===== src/rtl/sparse_layer_scheduler_pkg.sv =====
// Shared types and descriptor layout for the sparse layer scheduler.
package sparse_layer_scheduler_pkg;

    // Scheduler sequencing states, one output row per FETCH..EMIT pass.
    typedef enum logic [2:0] {
        ST_IDLE,
        ST_FETCH,
        ST_WAIT_DESC,
        ST_LAUNCH,
        ST_RUN,
        ST_EMIT,
        ST_FINISH
    } sls_state_e;

    // Pair-count field width is fixed by the engine interface.
    localparam int unsigned NNZ_WIDTH = 16;

    // Descriptor word is {weight_base, nnz_pairs, tail_idx, scale}, MSB first.
    function automatic int unsigned desc_width(input int unsigned aw,
                                               input int unsigned iw,
                                               input int unsigned sw);
        return aw + NNZ_WIDTH + iw + sw;
    endfunction

    function automatic int unsigned desc_scale_lsb();
        return 0;
    endfunction

    function automatic int unsigned desc_tail_lsb(input int unsigned sw);
        return sw;
    endfunction

    function automatic int unsigned desc_nnz_lsb(input int unsigned iw,
                                                 input int unsigned sw);
        return iw + sw;
    endfunction

    function automatic int unsigned desc_base_lsb(input int unsigned iw,
                                                  input int unsigned sw);
        return NNZ_WIDTH + iw + sw;
    endfunction

    // Default-geometry descriptor width (12 + 16 + 12 + 24 bits).
    localparam int unsigned DESC_WIDTH = desc_width(12, 12, 24);

    // True when ReLU is enabled and the signed result is negative.
    function automatic logic relu_clamp(input logic relu_en, input logic sign_bit);
        return relu_en && sign_bit;
    endfunction

endpackage


===== src/rtl/sparse_layer_scheduler_watchdog.sv =====
// Row watchdog: cleared at engine launch, counts while the row runs and
// flags expiry when the count reaches TIMEOUT_CYCLES-1.
module sls_watchdog #(
    parameter int unsigned TIMEOUT_CYCLES = 4096
) (
    input  logic clk,
    input  logic rst,
    input  logic clear,
    input  logic enable,
    output logic expired
);

    localparam int unsigned CW = $clog2(TIMEOUT_CYCLES + 1);
    localparam logic [CW-1:0] LIMIT = CW'(TIMEOUT_CYCLES - 1);
    localparam logic [CW-1:0] ONE   = CW'(1);

    logic [CW-1:0] cnt_q;
    logic [CW-1:0] cnt_d;
    logic [CW-1:0] cnt_inc;

    // Expiry is judged on the value the counter is about to reach, so the row
    // spends TIMEOUT_CYCLES-1 cycles in RUN and EMIT follows TIMEOUT_CYCLES
    // cycles after the start pulse.
    always_comb begin
        cnt_inc = cnt_q + ONE;
        expired = enable && (cnt_inc >= LIMIT);
        cnt_d   = cnt_q;
        if (clear) begin
            cnt_d = '0;
        end else if (enable && !expired) begin
            cnt_d = cnt_inc;
        end
    end

    // Counter register.
    always_ff @(posedge clk or posedge rst) begin
        if (rst) begin
            cnt_q <= '0;
        end else begin
            cnt_q <= cnt_d;
        end
    end

endmodule


===== src/rtl/sparse_layer_scheduler.sv =====
// Sparse FC layer scheduler: fetches per-row descriptors, launches the sparse
// dot-product engine, applies optional ReLU and streams one result per row.
module sparse_layer_scheduler
    import sparse_layer_scheduler_pkg::*;
#(
    parameter int unsigned ROW_WIDTH      = 10,
    parameter int unsigned ADDR_WIDTH     = 12,
    parameter int unsigned INDEX_WIDTH    = 12,
    parameter int unsigned SCALE_WIDTH    = 24,
    parameter int unsigned ACC_WIDTH      = 48,
    parameter int unsigned TIMEOUT_CYCLES = 4096,
    parameter int unsigned RELU_EN        = 1
) (
    input  logic                                                clk,
    input  logic                                                rst,
    input  logic                                                layer_start,
    input  logic [ROW_WIDTH-1:0]                                num_rows,
    input  logic                                                abort,
    output logic                                                busy,
    output logic                                                layer_done,
    output logic                                                timeout_err,
    output logic [ROW_WIDTH-1:0]                                desc_addr,
    output logic                                                desc_rd,
    input  logic [ADDR_WIDTH+NNZ_WIDTH+INDEX_WIDTH+SCALE_WIDTH-1:0] desc_data,
    output logic                                                eng_start,
    output logic [ADDR_WIDTH-1:0]                               eng_weight_base,
    output logic [NNZ_WIDTH-1:0]                                eng_nnz_pairs,
    output logic [INDEX_WIDTH-1:0]                              eng_tail_idx,
    output logic [SCALE_WIDTH-1:0]                              eng_scale,
    input  logic                                                eng_done,
    input  logic [ACC_WIDTH-1:0]                                eng_acc_dequant,
    output logic                                                out_valid,
    input  logic                                                out_ready,
    output logic [ACC_WIDTH-1:0]                                out_data,
    output logic [ROW_WIDTH-1:0]                                out_row,
    output logic                                                out_err
);

    localparam int unsigned SCALE_LSB = desc_scale_lsb();
    localparam int unsigned TAIL_LSB  = desc_tail_lsb(SCALE_WIDTH);
    localparam int unsigned NNZ_LSB   = desc_nnz_lsb(INDEX_WIDTH, SCALE_WIDTH);
    localparam int unsigned BASE_LSB  = desc_base_lsb(INDEX_WIDTH, SCALE_WIDTH);
    localparam logic [ROW_WIDTH-1:0] ROW_ONE = ROW_WIDTH'(1);

    sls_state_e             state_q, state_d;
    logic [ROW_WIDTH-1:0]   num_rows_q, num_rows_d;
    logic [ROW_WIDTH-1:0]   row_q, row_d;
    logic [ADDR_WIDTH-1:0]  base_q, base_d;
    logic [NNZ_WIDTH-1:0]   nnz_q, nnz_d;
    logic [INDEX_WIDTH-1:0] tail_q, tail_d;
    logic [SCALE_WIDTH-1:0] scale_q, scale_d;
    logic [ACC_WIDTH-1:0]   out_data_q, out_data_d;
    logic                   out_err_q, out_err_d;
    logic                   timeout_err_q, timeout_err_d;
    logic                   zero_done_q, zero_done_d;

    logic                   wd_clear;
    logic                   wd_enable;
    logic                   wd_expired;
    logic [NNZ_WIDTH-1:0]   desc_nnz;

    assign desc_nnz = desc_data[NNZ_LSB +: NNZ_WIDTH];

    sls_watchdog #(
        .TIMEOUT_CYCLES(TIMEOUT_CYCLES)
    ) u_watchdog (
        .clk    (clk),
        .rst    (rst),
        .clear  (wd_clear),
        .enable (wd_enable),
        .expired(wd_expired)
    );

    // Next-state and datapath update for the row sequencer.
    always_comb begin
        state_d       = state_q;
        num_rows_d    = num_rows_q;
        row_d         = row_q;
        base_d        = base_q;
        nnz_d         = nnz_q;
        tail_d        = tail_q;
        scale_d       = scale_q;
        out_data_d    = out_data_q;
        out_err_d     = out_err_q;
        timeout_err_d = timeout_err_q;
        zero_done_d   = 1'b0;
        wd_clear      = 1'b0;
        wd_enable     = 1'b0;

        case (state_q)
            ST_IDLE: begin
                if (layer_start) begin
                    if (num_rows != '0) begin
                        num_rows_d    = num_rows;
                        timeout_err_d = 1'b0;
                        row_d         = '0;
                        state_d       = ST_FETCH;
                    end else begin
                        // Empty layer completes without ever becoming busy.
                        zero_done_d = 1'b1;
                    end
                end
            end
            ST_FETCH: begin
                state_d = ST_WAIT_DESC;
            end
            ST_WAIT_DESC: begin
                base_d  = desc_data[BASE_LSB +: ADDR_WIDTH];
                nnz_d   = desc_nnz;
                tail_d  = desc_data[TAIL_LSB +: INDEX_WIDTH];
                scale_d = desc_data[SCALE_LSB +: SCALE_WIDTH];
                if (desc_nnz == '0) begin
                    out_data_d = '0;
                    out_err_d  = 1'b0;
                    state_d    = ST_EMIT;
                end else begin
                    state_d = ST_LAUNCH;
                end
            end
            ST_LAUNCH: begin
                wd_clear = 1'b1;
                state_d  = ST_RUN;
            end
            ST_RUN: begin
                wd_enable = 1'b1;
                if (eng_done) begin
                    out_data_d = relu_clamp(RELU_EN != 0, eng_acc_dequant[ACC_WIDTH-1])
                                 ? '0 : eng_acc_dequant;
                    out_err_d  = 1'b0;
                    state_d    = ST_EMIT;
                end else if (wd_expired) begin
                    out_data_d    = '0;
                    out_err_d     = 1'b1;
                    timeout_err_d = 1'b1;
                    state_d       = ST_EMIT;
                end
            end
            ST_EMIT: begin
                if (out_ready) begin
                    if (row_q == (num_rows_q - ROW_ONE)) begin
                        state_d = ST_FINISH;
                    end else begin
                        row_d   = row_q + ROW_ONE;
                        state_d = ST_FETCH;
                    end
                end
            end
            ST_FINISH: begin
                state_d = ST_IDLE;
            end
            default: begin
                state_d = ST_IDLE;
            end
        endcase

        // Abort overrides everything; the sticky error flag keeps its value
        // even if a layer_start or watchdog expiry coincides.
        if (abort) begin
            state_d       = ST_IDLE;
            zero_done_d   = 1'b0;
            timeout_err_d = timeout_err_q;
        end
    end

    // Sequencer and datapath registers.
    always_ff @(posedge clk or posedge rst) begin
        if (rst) begin
            state_q       <= ST_IDLE;
            num_rows_q    <= '0;
            row_q         <= '0;
            base_q        <= '0;
            nnz_q         <= '0;
            tail_q        <= '0;
            scale_q       <= '0;
            out_data_q    <= '0;
            out_err_q     <= 1'b0;
            timeout_err_q <= 1'b0;
            zero_done_q   <= 1'b0;
        end else begin
            state_q       <= state_d;
            num_rows_q    <= num_rows_d;
            row_q         <= row_d;
            base_q        <= base_d;
            nnz_q         <= nnz_d;
            tail_q        <= tail_d;
            scale_q       <= scale_d;
            out_data_q    <= out_data_d;
            out_err_q     <= out_err_d;
            timeout_err_q <= timeout_err_d;
            zero_done_q   <= zero_done_d;
        end
    end

    // Output decode from state and held registers.
    always_comb begin
        busy            = (state_q != ST_IDLE) && (state_q != ST_FINISH);
        layer_done      = (state_q == ST_FINISH) || zero_done_q;
        timeout_err     = timeout_err_q;
        desc_rd         = (state_q == ST_FETCH);
        desc_addr       = row_q;
        eng_start       = (state_q == ST_LAUNCH);
        eng_weight_base = base_q;
        eng_nnz_pairs   = nnz_q;
        eng_tail_idx    = tail_q;
        eng_scale       = scale_q;
        out_valid       = (state_q == ST_EMIT);
        out_data        = out_data_q;
        out_row         = row_q;
        out_err         = out_err_q;
    end

endmodule


===== config.mk =====
export PLATFORM = sky130hd
export DESIGN_NAME = sparse_layer_scheduler
export DESIGN_NICKNAME = d
export VERILOG_FILES = /design/src/rtl/sparse_layer_scheduler_pkg.sv /design/src/rtl/sparse_layer_scheduler_watchdog.sv /design/src/rtl/sparse_layer_scheduler.sv
export SDC_FILE = /design/constraint.sdc
export NUM_CORES = 1
export LEC_CHECK = 0
export CAP_MARGIN = 40
export CORE_ASPECT_RATIO = 1.75
export CORE_MARGIN = 1
export CORE_UTILIZATION = 41
export CTS_BUF_LIST = sky130_fd_sc_hd__clkbuf_2
export DETAILED_ROUTE_END_ITERATION = 10
export HOLD_SLACK_MARGIN = 0.15
export PLACE_DENSITY_LB_ADDON = 0.15
export SLEW_MARGIN = 20
export SYNTH_ARGS = -nofsm -noshare
export SYNTH_HDL_FRONTEND = slang
export SYNTH_HIERARCHICAL = 1
export SYNTH_SLANG_ARGS = --single-unit
export TNS_END_PERCENT = 100

===== constraint.sdc =====
create_clock -name clk -period 5 [get_ports clk]
set_clock_uncertainty 0.1 [all_clocks]
set_input_delay 1.25 -clock clk [delete_from_list [all_inputs] [get_ports clk]]
set_output_delay 1.25 -clock clk [all_outputs]
set_load 0.05 [all_outputs]

* Word-level counts from Yosys, hierarchy flattened *
Index checks and enable logic that the tools add are counted.
W data, S select, Z words.

word-level totals
  memory bits (read-only) = 0
  input bits = 128
  RAM bits = 0
  latch bits = 0
  output and inout bits = 139
  memories kept = 0
  register bits after elaboration = 151
  logic and storage cells = 90

cells by class
  equality and inequality tests = 20
  mux-type cells = 35
  shift operators = 0
  add/sub/neg operators = 3
  div/mod/pow operators = 0
  multiply operators = 0
  reduce and logical (&&, ||, !) cells = 18
  order comparisons = 1
  bitwise logic cells = 1

operator list
  kind                     number
  $mux W48                 3
  $pmux W48 S2             1
  $mux W47                 1
  $mux W10                 4
  $mux W13                 2
  $mux W3                  8
  $pmux W10 S2             1
  $pmux W3 S6              1
  $logic_not A16 Y1        1
  $add A13 B1 Y13 const B  1
  $ge A13 B12 Y1 const B   1
  $mux W1                  12
  $add A10 B1 Y10 const B  1
  $eq A10 B10 Y1           1
  $ne A2 B2 Y1 const B     5
  $reduce_bool A10 Y1      1
  $sub A10 B1 Y10 const B  1
  $eq A3 B3 Y1 const B     3
  $ne A3 B3 Y1 const B     3
  $reduce_bool A2 Y1       4
  $eq A3 B2 Y1 const B     2
  $ne A3 B2 Y1 const B     2
  $reduce_and A3 Y1        2
  $reduce_and A6 Y1        1
  other kinds (12)         16

* Depth between registers and ports, before layout *
Gate-level depths: netlist (run 1).

  word-level depth = 7
  gate-level depth with buffers = 13
  gate-level depth less buffers = 12

* Hierarchy *
Netlist (run 1), hierarchy kept.

by module, submodules not included
  module                  cells each  area an instance (um^2)  sequential area each (um^2)  instances
  sparse_layer_scheduler  457         5834.3                   3428.3                       1
  sls_watchdog            109         1009.7                   325.3                        1

* Worst setup path after synthesis (run 1) *
OpenSTA, ideal clock, no wires.

  path type = reg2out
  from = reg state_q[2]
  to = out eng_start
  arrival time = 2.118 ns
  buffers on the path = 1
  required time = 3.650 ns
  path slack = 1.532 ns
  cell stages (with the launch flop) = 3
  cell sequence = dfrtp_1 -> clkbuf_1 -> nor3b_1

between the ends
  cells in the longest elaborated chain, start to end = 1

RTL lines
  item                    RTL line                       text
  start, declared         sparse_layer_scheduler.sv:45   sls_state_e state_q, state_d;
  start signal, assigned  sparse_layer_scheduler.sv:180  state_q <= state_d;
  $eq A3 B2 Y1            sparse_layer_scheduler.sv:201  eng_start = (state_q == ST_LAUNCH);
  end, declared           sparse_layer_scheduler.sv:25   output logic eng_start,

No other way between the ends.

* Final worst setup path (run 1) *
  from = reg state_q[2]
  to = out out_valid

between the ends
  cells in the longest elaborated chain, start to end = 1

RTL lines
  item           RTL line                       text
  $eq A3 B3 Y1   sparse_layer_scheduler.sv:206  out_valid = (state_q == ST_EMIT);
  end, declared  sparse_layer_scheduler.sv:32   output logic out_valid,

No other way between the ends.

==> results of run 1 <==
## sequential cells by signal, summed over array words and instances (netlist names)
register          cells
out_data             47
eng_scale            24
eng_nnz_pairs        16
u_watchdog/cnt_q     13
eng_tail_idx         12
eng_weight_base      12
desc_addr            10
num_rows_q           10
state_q               3
out_err               1
timeout_err           1
zero_done_q           1
## per-stage QoR
step	instances	setup slack [ns]	hold WS [ns]	power, mW
floorplan	566	1.53	0.363	3.42
global placement	1019	1.19	0.382	4.35
detailed placement	1019	1.14	0.380	4.40
CTS	1050	0.845	0.435	5.11
global route	1053	0.744	0.451	5.27
finish	1053	0.888	0.429	5.06
## cell families after synthesis
family          count (synthesis)  synth area share (%)
fa+ha+maj                       4                 0.731
compound gates                 99                  12.4
mux                            72                  11.8
simple gates                  157                  12.7
other cells                     1                0.0548
xor+xnor                       22                  2.82
flops                         150                  54.8
buf+inv                        61                  4.63
## where the power goes
| part | internal (mW) | switching [mW] | total [mW] |
|---|---|---|---|
| Combinational | 0.943 | 1.63 | 2.58 |
| Sequential | 1.56 | 0.230 | 1.79 |
| Clock | 0.235 | 0.460 | 0.695 |
## placed cells by master, fill, tap and decap left out, types with 4 or more instances in the layout
cell,instances
a21oi_1,10
a22o_1,47
and3_1,5
buf_4,6
clkbuf_2,18
clkdlybuf4s50_1,265
clkinvlp_4,4
dfrtp_1,150
ha_1,4
inv_1,17
inv_6,4
mux2_2,65
mux2i_1,6
nand2_1,49
nand2b_1,6
nand3_1,13
nand4_1,8
nor2_1,23
nor2b_1,4
nor3_1,8
nor3b_1,5
nor4_1,9
o21ai_0,9
or2_2,4
or4_1,5
xnor2_1,12
xor2_1,10
## worst paths after layout
check | startpoint | endpoint | slack (ns) | depth (start not counted)
max | state_q[2] | out_valid | 0.89 | 4
min | out_data[24] | out_data[24] | 0.43 | 1
max reg2reg | u_watchdog/cnt_q[0] | state_q[2] | 1.23 | 11
min reg2reg | out_data[24] | out_data[24] | 0.43 | 1
max in group asynchronous | rst | eng_scale[0] | 3.34 | 3
min in group asynchronous | rst | u_watchdog/cnt_q[4] | 0.87 | 2
## metal layers
metal	global-route usage [%]	vias up	share of wire [%]
met3	7.68	38	7.4
met4	10.5	0	3.7
li1	-	2525	-
met5	0	-	0
met2	42.5	232	54
met1	24.3	2765	35
## cell type report
type / instances / area, um2 / share of cell area, %
Sequential cell: 150 / 3750 / 38.0
Clock inverter: 13 / 148 / 1.49
Clock buffer: 18 / 90.1 / 0.912
Multi-Input combinational cell: 355 / 2790 / 28.2
Antenna cell: 2 / 5.00 / 0.0506
Tap cell: 224 / 280 / 2.84
Inverter: 18 / 71.3 / 0.722
Timing Repair Buffer: 273 / 2750 / 27.8
==> results.md, run 1 <==
- Status: finished, final reports clean
- Synthesized flop and latch total: 150
- Share of cells above drive strength 1: 15.7%
- Nets: 947
- Ys Warns: 6
- Max incr delay on CP: 0.82 ns
- Clock tree sinks: 150
- Post-synth top cells: 150 x dfrtp_1, 65 x mux2_2, 49 x nand2_1
- Area Growth Syn to Fin: 44.4%
- Setup crit start kind: flip-flop
- Final setup fails: 0
- Root Driver: clkbuf_2
- Routability cong.: 0.840
- DP Area: 9610 um2
- Post-cts sizing count: 0
- Fin area: 9880 um2
- Fmax: 0.243 GHz
- Mapped Cells: 566
- CP required: 3.65 ns
- Post-synth EDFFs: 0
- DR WL/cell: 18.9 um
- Initial core utilization: 41.8%
- Wire length of the first global-routing pass: 31300 um
- Clock Path Buffers: 2
- Util after Layout: 60.4%
- DPL Wire Length: 14800 um
- Chip height: 173 um
- Setup TNS Final: 0 ns
- Setup Fix Bufs, Post-CTS: 0
- Clock Latency Late Sink: 0.68 ns
- Top-area cell type share of the netlist area: 54.8%
- Max_cap viols: 0
- Clock transition at path regs: 0.23 ns
- Post-synth top area cell: dfrtp_1
- Yosys cell types: 63
- Pwr/cell area: 512 nW/um2
- Hold buffer count at CTS: 0
- Hold Vio Cnt, Final: 0
- Primary FF master, synth: dfrtp_1
- CP cell instances: nand2_1 > or2_2 > inv_1 > clkdlybuf4s50_1
- Pin count of the biggest net entering global routing: 98
- CTS Buf Count: 17
- Die width: 99.7 um
- Vias per cell: 5.28
- Core box area: 16400 um2
- Mean cell area of the mapped netlist: 12.1 um2
- RSZ-0062 raised after global routing: no
- FP Rows: 62
- CTS tree: built
- Number of DRC markers in iteration 0: 204
- Crit-path slowest cell: clkdlybuf4s50_1
- Min Tclk post-route: 4.11 ns
- Htree depth: 4
- Die ar.: 17200 um2
- Sequential area share after synthesis: 54.8%
- Max-slew violation count: 0
- Max VDD drop: 0.000465 V
- Worst Max-Slew Pin Slew: 0.628 ns
- Slew HR: 57.8%
- Final WL: 19900 um
- Part of the cycle the worst path needs: 82.2%
- CP Buf/Inv Count: 2
- Crit. End Element: primary output
- Max FO, Critical Path: 14
- DRC: 0
- Synthesized area: 6840 um2
- Port Buffer Count: 265
- Leak: 4.18 nW
- 1st-pass router iterations: 5
- GRT Total Usage: 23.6%
- Vias: 5560
- Arr. time, crit path: 2.76 ns
- Critical Setup Path Class: reg2out
- Most numerous cell in the Yosys netlist: dfrtp_1
- Ys async rst share: 100%
- Area contributors post-synth: dfrtp_1 55%, mux2_2 11%, a22o_1 6.0%
- Number of antenna violations at the first check in global routing: 2
- Top Ports: 267
- Syn Nets: 698
- Vias in the first global route: 6039
- Total gr overflow: 0
- Family with the most delay on the worst path: buffers and inverters
- Detail Route Antenna Nets: 0
- Hold/Removal Path Class: reg2reg
- Filler instances: 1366
(Power assumes the default switching activity.)
==> run 2, diff against run 1 <==
- CORE_UTILIZATION: 41 -> 45
- clock period: 5 -> 4 ns (I/O delays scaled with it)
==> results.md, run 2 (synthesized netlist as in run 1, its figures left out) <==
- Status: finished, final reports clean (unchanged)
- Leak: 4.22 nW (was 4.18 nW)
- Arr. time, crit path: 2.71 ns (was 2.76 ns)
- Register area: 3750 um2 (unchanged)
- Final WL: 20100 um (was 19900 um)
- Clock Path Buffers: 2 (unchanged)
- Hold buffer count at CTS: 0 (unchanged)
- Clock tree sinks: 150 (unchanged)
- Cell total after placement: 980 (was 1019)
- FP Rows: 59 (was 62)
- Fin area: 9890 um2 (was 9880 um2)
- Crit path depth: 4 (unchanged)
- Detail Route Antenna Nets: 0 (unchanged)
- DPL Wire Length: 15100 um (was 14800 um)
- Max VDD drop: 0.000551 V (was 0.000465 V)
- Share of cells above drive strength 1: 16.2% (was 15.7%)
- Area occupied by multi-input gates: 2790 um2 (unchanged)
- Commonest non-fill, non-tap cell in the layout: clkdlybuf4s50_1 (unchanged)
- Initial core utilization: 46.1% (was 41.8%)
- FF-to-FF setup slack: 0.38 ns (was 1.23 ns)
- Chip height: 165 um (was 173 um)
- Hold slack: 0.433 ns (was 0.429 ns)
- Worst reg2reg endpoint: state_q[2] (unchanged)
- GRT Total Usage: 26.5% (was 23.6%)
- Worst Max-Slew Pin Slew: 0.602 ns (was 0.628 ns)
- Number of DRC markers in iteration 0: 305 (was 204)
- Crit. End Element: primary output (unchanged)
- Top Ports: 267 (unchanged)
- Clock transition at path regs: 0.21 ns (was 0.23 ns)
- Root Driver: clkbuf_2 (unchanged)
- Worst r2r src: u_watchdog/cnt_q[0] (unchanged)
- Pin count of the biggest net entering global routing: 66 (was 98)
- CTS tree: built (unchanged)
- Final non-filler cell total: 1014 (was 1053)
- Setup crit start kind: flip-flop (unchanged)
- Final setup fails: 0 (unchanged)
- Total gr overflow: 0 (unchanged)
- Max reg flops: 47 (unchanged)
- Slew HR: 59.1% (was 57.8%)
- Most frequent cells in the layout: 264 x clkdlybuf4s50_1, 150 x dfrtp_1, 65 x mux2_2 (was 265 x clkdlybuf4s50_1, 150 x dfrtp_1, 65 x mux2_2)
- Die width: 95.2 um (was 99.7 um)
- Setup TNS Final: 0 ns (unchanged)
- Routability cong.: 0.900 (was 0.840)
- Vias per cell: 5.52 (was 5.28)
- DR WL/cell: 19.9 um (was 18.9 um)
- Hold path depth: 1 (unchanged)
- Area Growth Syn to Fin: 44.6% (was 44.4%)
- Part of the cycle the worst path needs: 95.3%
- DRC: 0 (unchanged)
- Sink of the worst hold path: out_data[44] (was out_data[24])
- Htree depth: 4 (unchanged)
- Nets: 949 (was 947)
- Vias: 5595 (was 5560)
- Worst reg-to-reg path cell count: 11 (unchanged)
- Core box area: 14800 um2 (was 16400 um2)
- CP required: 2.90 ns (was 3.65 ns)
- Max-slew violation count: 0 (unchanged)
- CP cell instances: nand2_1 > or2_2 > inv_1 > clkdlybuf4s50_1 (unchanged)
- Crit-path slowest cell: clkdlybuf4s50_1 (unchanged)
- Max_cap viols: 0 (unchanged)
- Hold/Removal Path Class: reg2reg (unchanged)
- DP Area: 9590 um2 (was 9610 um2)
- Port Buffer Count: 265 (unchanged)
- Clock Latency Late Sink: 0.69 ns (was 0.68 ns)
- Max FO, Critical Path: 14 (unchanged)
- Family with the most delay on the worst path: buffers and inverters (unchanged)
- RSZ-0062 raised after global routing: no (unchanged)
- Vias in the first global route: 5980 (was 6039)
- Critical Setup Path Class: reg2out (unchanged)
- Min Tclk post-route: 3.81 ns
- Setup Fix Bufs, Post-CTS: 0 (unchanged)
- CP Buf/Inv Count: 2 (unchanged)
- 1st-pass router iterations: 4 (was 5)
- Wire length of the first global-routing pass: 31200 um (was 31300 um)
- Die ar.: 15700 um2 (was 17200 um2)
- Post-cts sizing count: 0 (unchanged)
- Pwr/cell area: 652 nW/um2 (was 512 nW/um2)
- PnR Total Power: 6.45 mW (was 5.06 mW)
- Hold Vio Cnt, Final: 0 (unchanged)
- Max incr delay on CP: 0.82 ns (about the same)
- HP Start: out_data[44] (was out_data[24])
- Number of antenna violations at the first check in global routing: 1 (was 2)
- CTS Buf Count: 17 (unchanged)
- Fmax: 0.262 GHz
- Filler instances: 1140 (was 1366)
==> run 2: cell count changes in the layout (fill, tap and decap cells not counted) <==
cell             change
buf_12               +1
buf_4                +2
bufinv_16            +1
clkbuf_2             -1
clkdlybuf4s50_1      -1
clkinv_1             -1
clkinv_4             -2
inv_8                +3
==> run 2: cell type report <==
cell class                      instances  share of cell area, %
Multi-Input combinational cell        355                   28.2
Clock inverter                         14                   1.92
Tap cell                              183                   2.31
Timing Repair Buffer                  275                   28.0
Inverter                               18                  0.721
Antenna cell                            2                 0.0506
Clock buffer                           17                  0.860
Sequential cell                       150                   37.9
==> run 2: how the worst max path moves through the flow <==
stage | from | endpoint
6_report | state_q[2] | out_valid
3_3_place_gp | num_rows[6] | desc_addr[6]
2_1_floorplan | state_q[2] | eng_start
3_5_place_dp | num_rows[6] | desc_addr[6]
4_1_cts | state_q[2] | out_valid
5_1_grt | state_q[2] | out_valid
==> run 2: metal layers <==
layer | GRT usage (%) | share of wire, % | wire [um]
met1 | 27.4 | 34 | 6930
met2 | 46.8 | 54 | 10900
met3 | 8.97 | 7.3 | 1480
met4 | 13.2 | 4.3 | 862
met5 | 0 | 0 | 0
==> run 2: per-stage QoR <==
stage	utilization, %	setup WS (ns)
2_1_floorplan	-	0.782
3_3_place_gp	64.6	0.571
3_5_place_dp	64.6	0.490
4_1_cts	66.5	0.133
5_1_grt	66.7	0.0285
6_report	66.7	0.186
==> run 2: power breakdown <==
group          total [mW]  internal (mW)  switching, mW
clock               0.966          0.366          0.600
sequential           2.23           1.95          0.285
combinational        3.25           1.18           2.07
==> run 3, diff against run 2 <==
- ABC_AREA: default -> 0
- PLACE_DENSITY: default -> 0.79
- PLACE_DENSITY_LB_ADDON: 0.15 -> default
==> results.md, run 3 (synthesized netlist as in run 1, its figures left out) <==
- Status: finished, final reports clean (unchanged)
- Final setup fails: 0 (unchanged)
- Initial core utilization: 46.1% (unchanged)
- GRT Total Usage: 26.8% (was 26.5%)
- 1st-pass router iterations: 4 (unchanged)
- RSZ-0062 raised after global routing: no (unchanged)
- Pwr/cell area: 645 nW/um2 (was 652 nW/um2)
- Die width: 95.2 um (unchanged)
- Hold slack: 0.433 ns (about the same)
- Htree depth: 4 (unchanged)
- Chip height: 165 um (unchanged)
- Max-slew violation count: 0 (unchanged)
- Leak: 4.21 nW (was 4.22 nW)
- DRC: 0 (unchanged)
- Critical Setup Path Class: reg2out (unchanged)
- Hold/Removal Path Class: reg2reg (unchanged)
- Most frequent cells in the layout: 263 x clkdlybuf4s50_1, 150 x dfrtp_1, 65 x mux2_2 (was 264 x clkdlybuf4s50_1, 150 x dfrtp_1, 65 x mux2_2)
- Slew HR: 48.9% (was 59.1%)
- Setup TNS Final: 0 ns (unchanged)
- CP Buf/Inv Count: 2 (unchanged)
- Worst Max-Slew Pin Slew: 0.766 ns (was 0.602 ns)
- Util after Layout: 66.3% (was 66.7%)
- FP Rows: 59 (unchanged)
- Nets: 949 (unchanged)
- Area Growth Syn to Fin: 43.7% (was 44.6%)
- Vias per cell: 5.55 (was 5.52)
- CP required: 2.90 ns (about the same)
- PnR Total Power: 6.34 mW (was 6.45 mW)
- Root Driver: clkbuf_2 (unchanged)
- Fmax: 0.276 GHz (was 0.262 GHz)
- Max_cap viols: 0 (unchanged)
- Number of antenna violations at the first check in global routing: 2 (was 1)
- DPL Wire Length: 15100 um (about the same)
- Arr. time, crit path: 2.52 ns (was 2.71 ns)
- Detail Route Antenna Nets: 0 (unchanged)
- Crit. End Element: primary output (unchanged)
- Clock tree sinks: 150 (unchanged)
- CTS Buf Count: 17 (unchanged)
- Filler instances: 1140 (unchanged)
- Total gr overflow: 0 (unchanged)
- Top layer in use: met4 (unchanged)
- Port Buffer Count: 265 (unchanged)
- Commonest non-fill, non-tap cell in the layout: clkdlybuf4s50_1 (unchanged)
- Min Tclk post-route: 3.62 ns (was 3.81 ns)
- Pin count of the biggest net entering global routing: 138 (was 66)
- Setup crit start kind: flip-flop (unchanged)
- Clock Latency Late Sink: 0.72 ns (was 0.69 ns)
- Clock Path Buffers: 2 (unchanged)
- Top Ports: 267 (unchanged)
- Share of cells above drive strength 1: 16.3% (was 16.2%)
- Max FO, Critical Path: 6 (was 14)
- M1 wire length: 7040 um (was 6930 um)
- Hold Vio Cnt, Final: 0 (unchanged)
- Number of DRC markers in iteration 0: 246 (was 305)
- Vias in the first global route: 6021 (was 5980)
- Vias: 5632 (was 5595)
- Family with the most delay on the worst path: buffers and inverters (unchanged)
- Part of the cycle the worst path needs: 90.5% (was 95.3%)
- Crit path depth: 3 (was 4)
- CTS tree: built (unchanged)
- Die ar.: 15700 um2 (unchanged)
- Setup Fix Bufs, Post-CTS: 0 (unchanged)
- Final WL: 20400 um (was 20100 um)
- Crit-path slowest cell: clkdlybuf4s50_1 (unchanged)
- Max VDD drop: 0.000657 V (was 0.000551 V)
- Max incr delay on CP: 0.86 ns (was 0.82 ns)
- Worst reg-to-reg path cell count: 11 (unchanged)
- Clock transition at path regs: 0.25 ns (was 0.21 ns)
- Core box area: 14800 um2 (unchanged)
- Hold path depth: 1 (unchanged)
- Routability cong.: 0.864 (was 0.900)
- DR WL/cell: 20.1 um (was 19.9 um)
- Max reg flops: 47 (unchanged)
- CP cell instances: inv_1 > nor3_1 > clkdlybuf4s50_1 (was nand2_1 > or2_2 > inv_1 > clkdlybuf4s50_1)
- Met2 wire length: 11100 um (was 10900 um)
- Wire length on met3: 1350 um (was 1480 um)
- Wire length of the first global-routing pass: 31300 um (was 31200 um)
[run 3: final cells by class]
type	instances	area, um2	area share [%]
Antenna cell	2	5.00	0.0509
Clock buffer	18	90.1	0.916
Clock inverter	14	140	1.43
Inverter	18	71.3	0.725
Multi-Input combinational cell	355	2790	28.4
Sequential cell	150	3750	38.2
Tap cell	183	229	2.33
Timing Repair Buffer	275	2750	28.0
[run 3: through the flow]
stage,setup slack [ns],std cells,area [um2]
3_5_place_dp,0.494,980,9570
6_report,0.381,1015,9830
3_3_place_gp,0.529,980,9570
2_1_floorplan,0.782,566,6850
4_1_cts,0.105,1012,9800
5_1_grt,0.203,1015,9830
[run 3: per-layer routing]
metal  track usage, %  vias to the layer above
li1                 -                     2540
met5                0                        -
met2             47.3                      248
met1             27.8                     2790
met4             14.9                        0
met3             7.46                       54
[run 3: worst register-to-register path, cell delays in order (launching register included)]
cell	delay (ns)
dfrtp_1	0.54
ha_1	0.21
nand2_1	0.10
or4_4	0.56
a2111oi_4	0.47
nand3_1	0.12
a21boi_0	0.35
or3_1	0.21
o21ai_0	0.12
or4_1	0.47
a21oi_1	0.14
a31o_2	0.11
[run 3: final timing paths]
path | endpoint | startpoint | slack, ns
setup / recovery | desc_rd | state_q[0] | 0.38
max in group asynchronous | desc_addr[9] | rst | 2.48
hold reg to reg | out_data[20] | out_data[20] | 0.43
min in group asynchronous | u_watchdog/cnt_q[7] | rst | 0.58
hold / removal | out_data[20] | out_data[20] | 0.43
setup reg to reg | state_q[2] | u_watchdog/cnt_q[0] | 0.48
[run 3: timing repair]
item / in CTS / in global routing
hold buffers: 0 / 0
endpoints found under the setup margin: 0 / 1
resized for setup: 0 / 1
[run 3: power by group]
part | switching [mW] | internal [mW] | total, mW
sequential | 0.307 | 1.95 | 2.26
combinational | 2.05 | 1.18 | 3.23
clock | 0.610 | 0.244 | 0.855
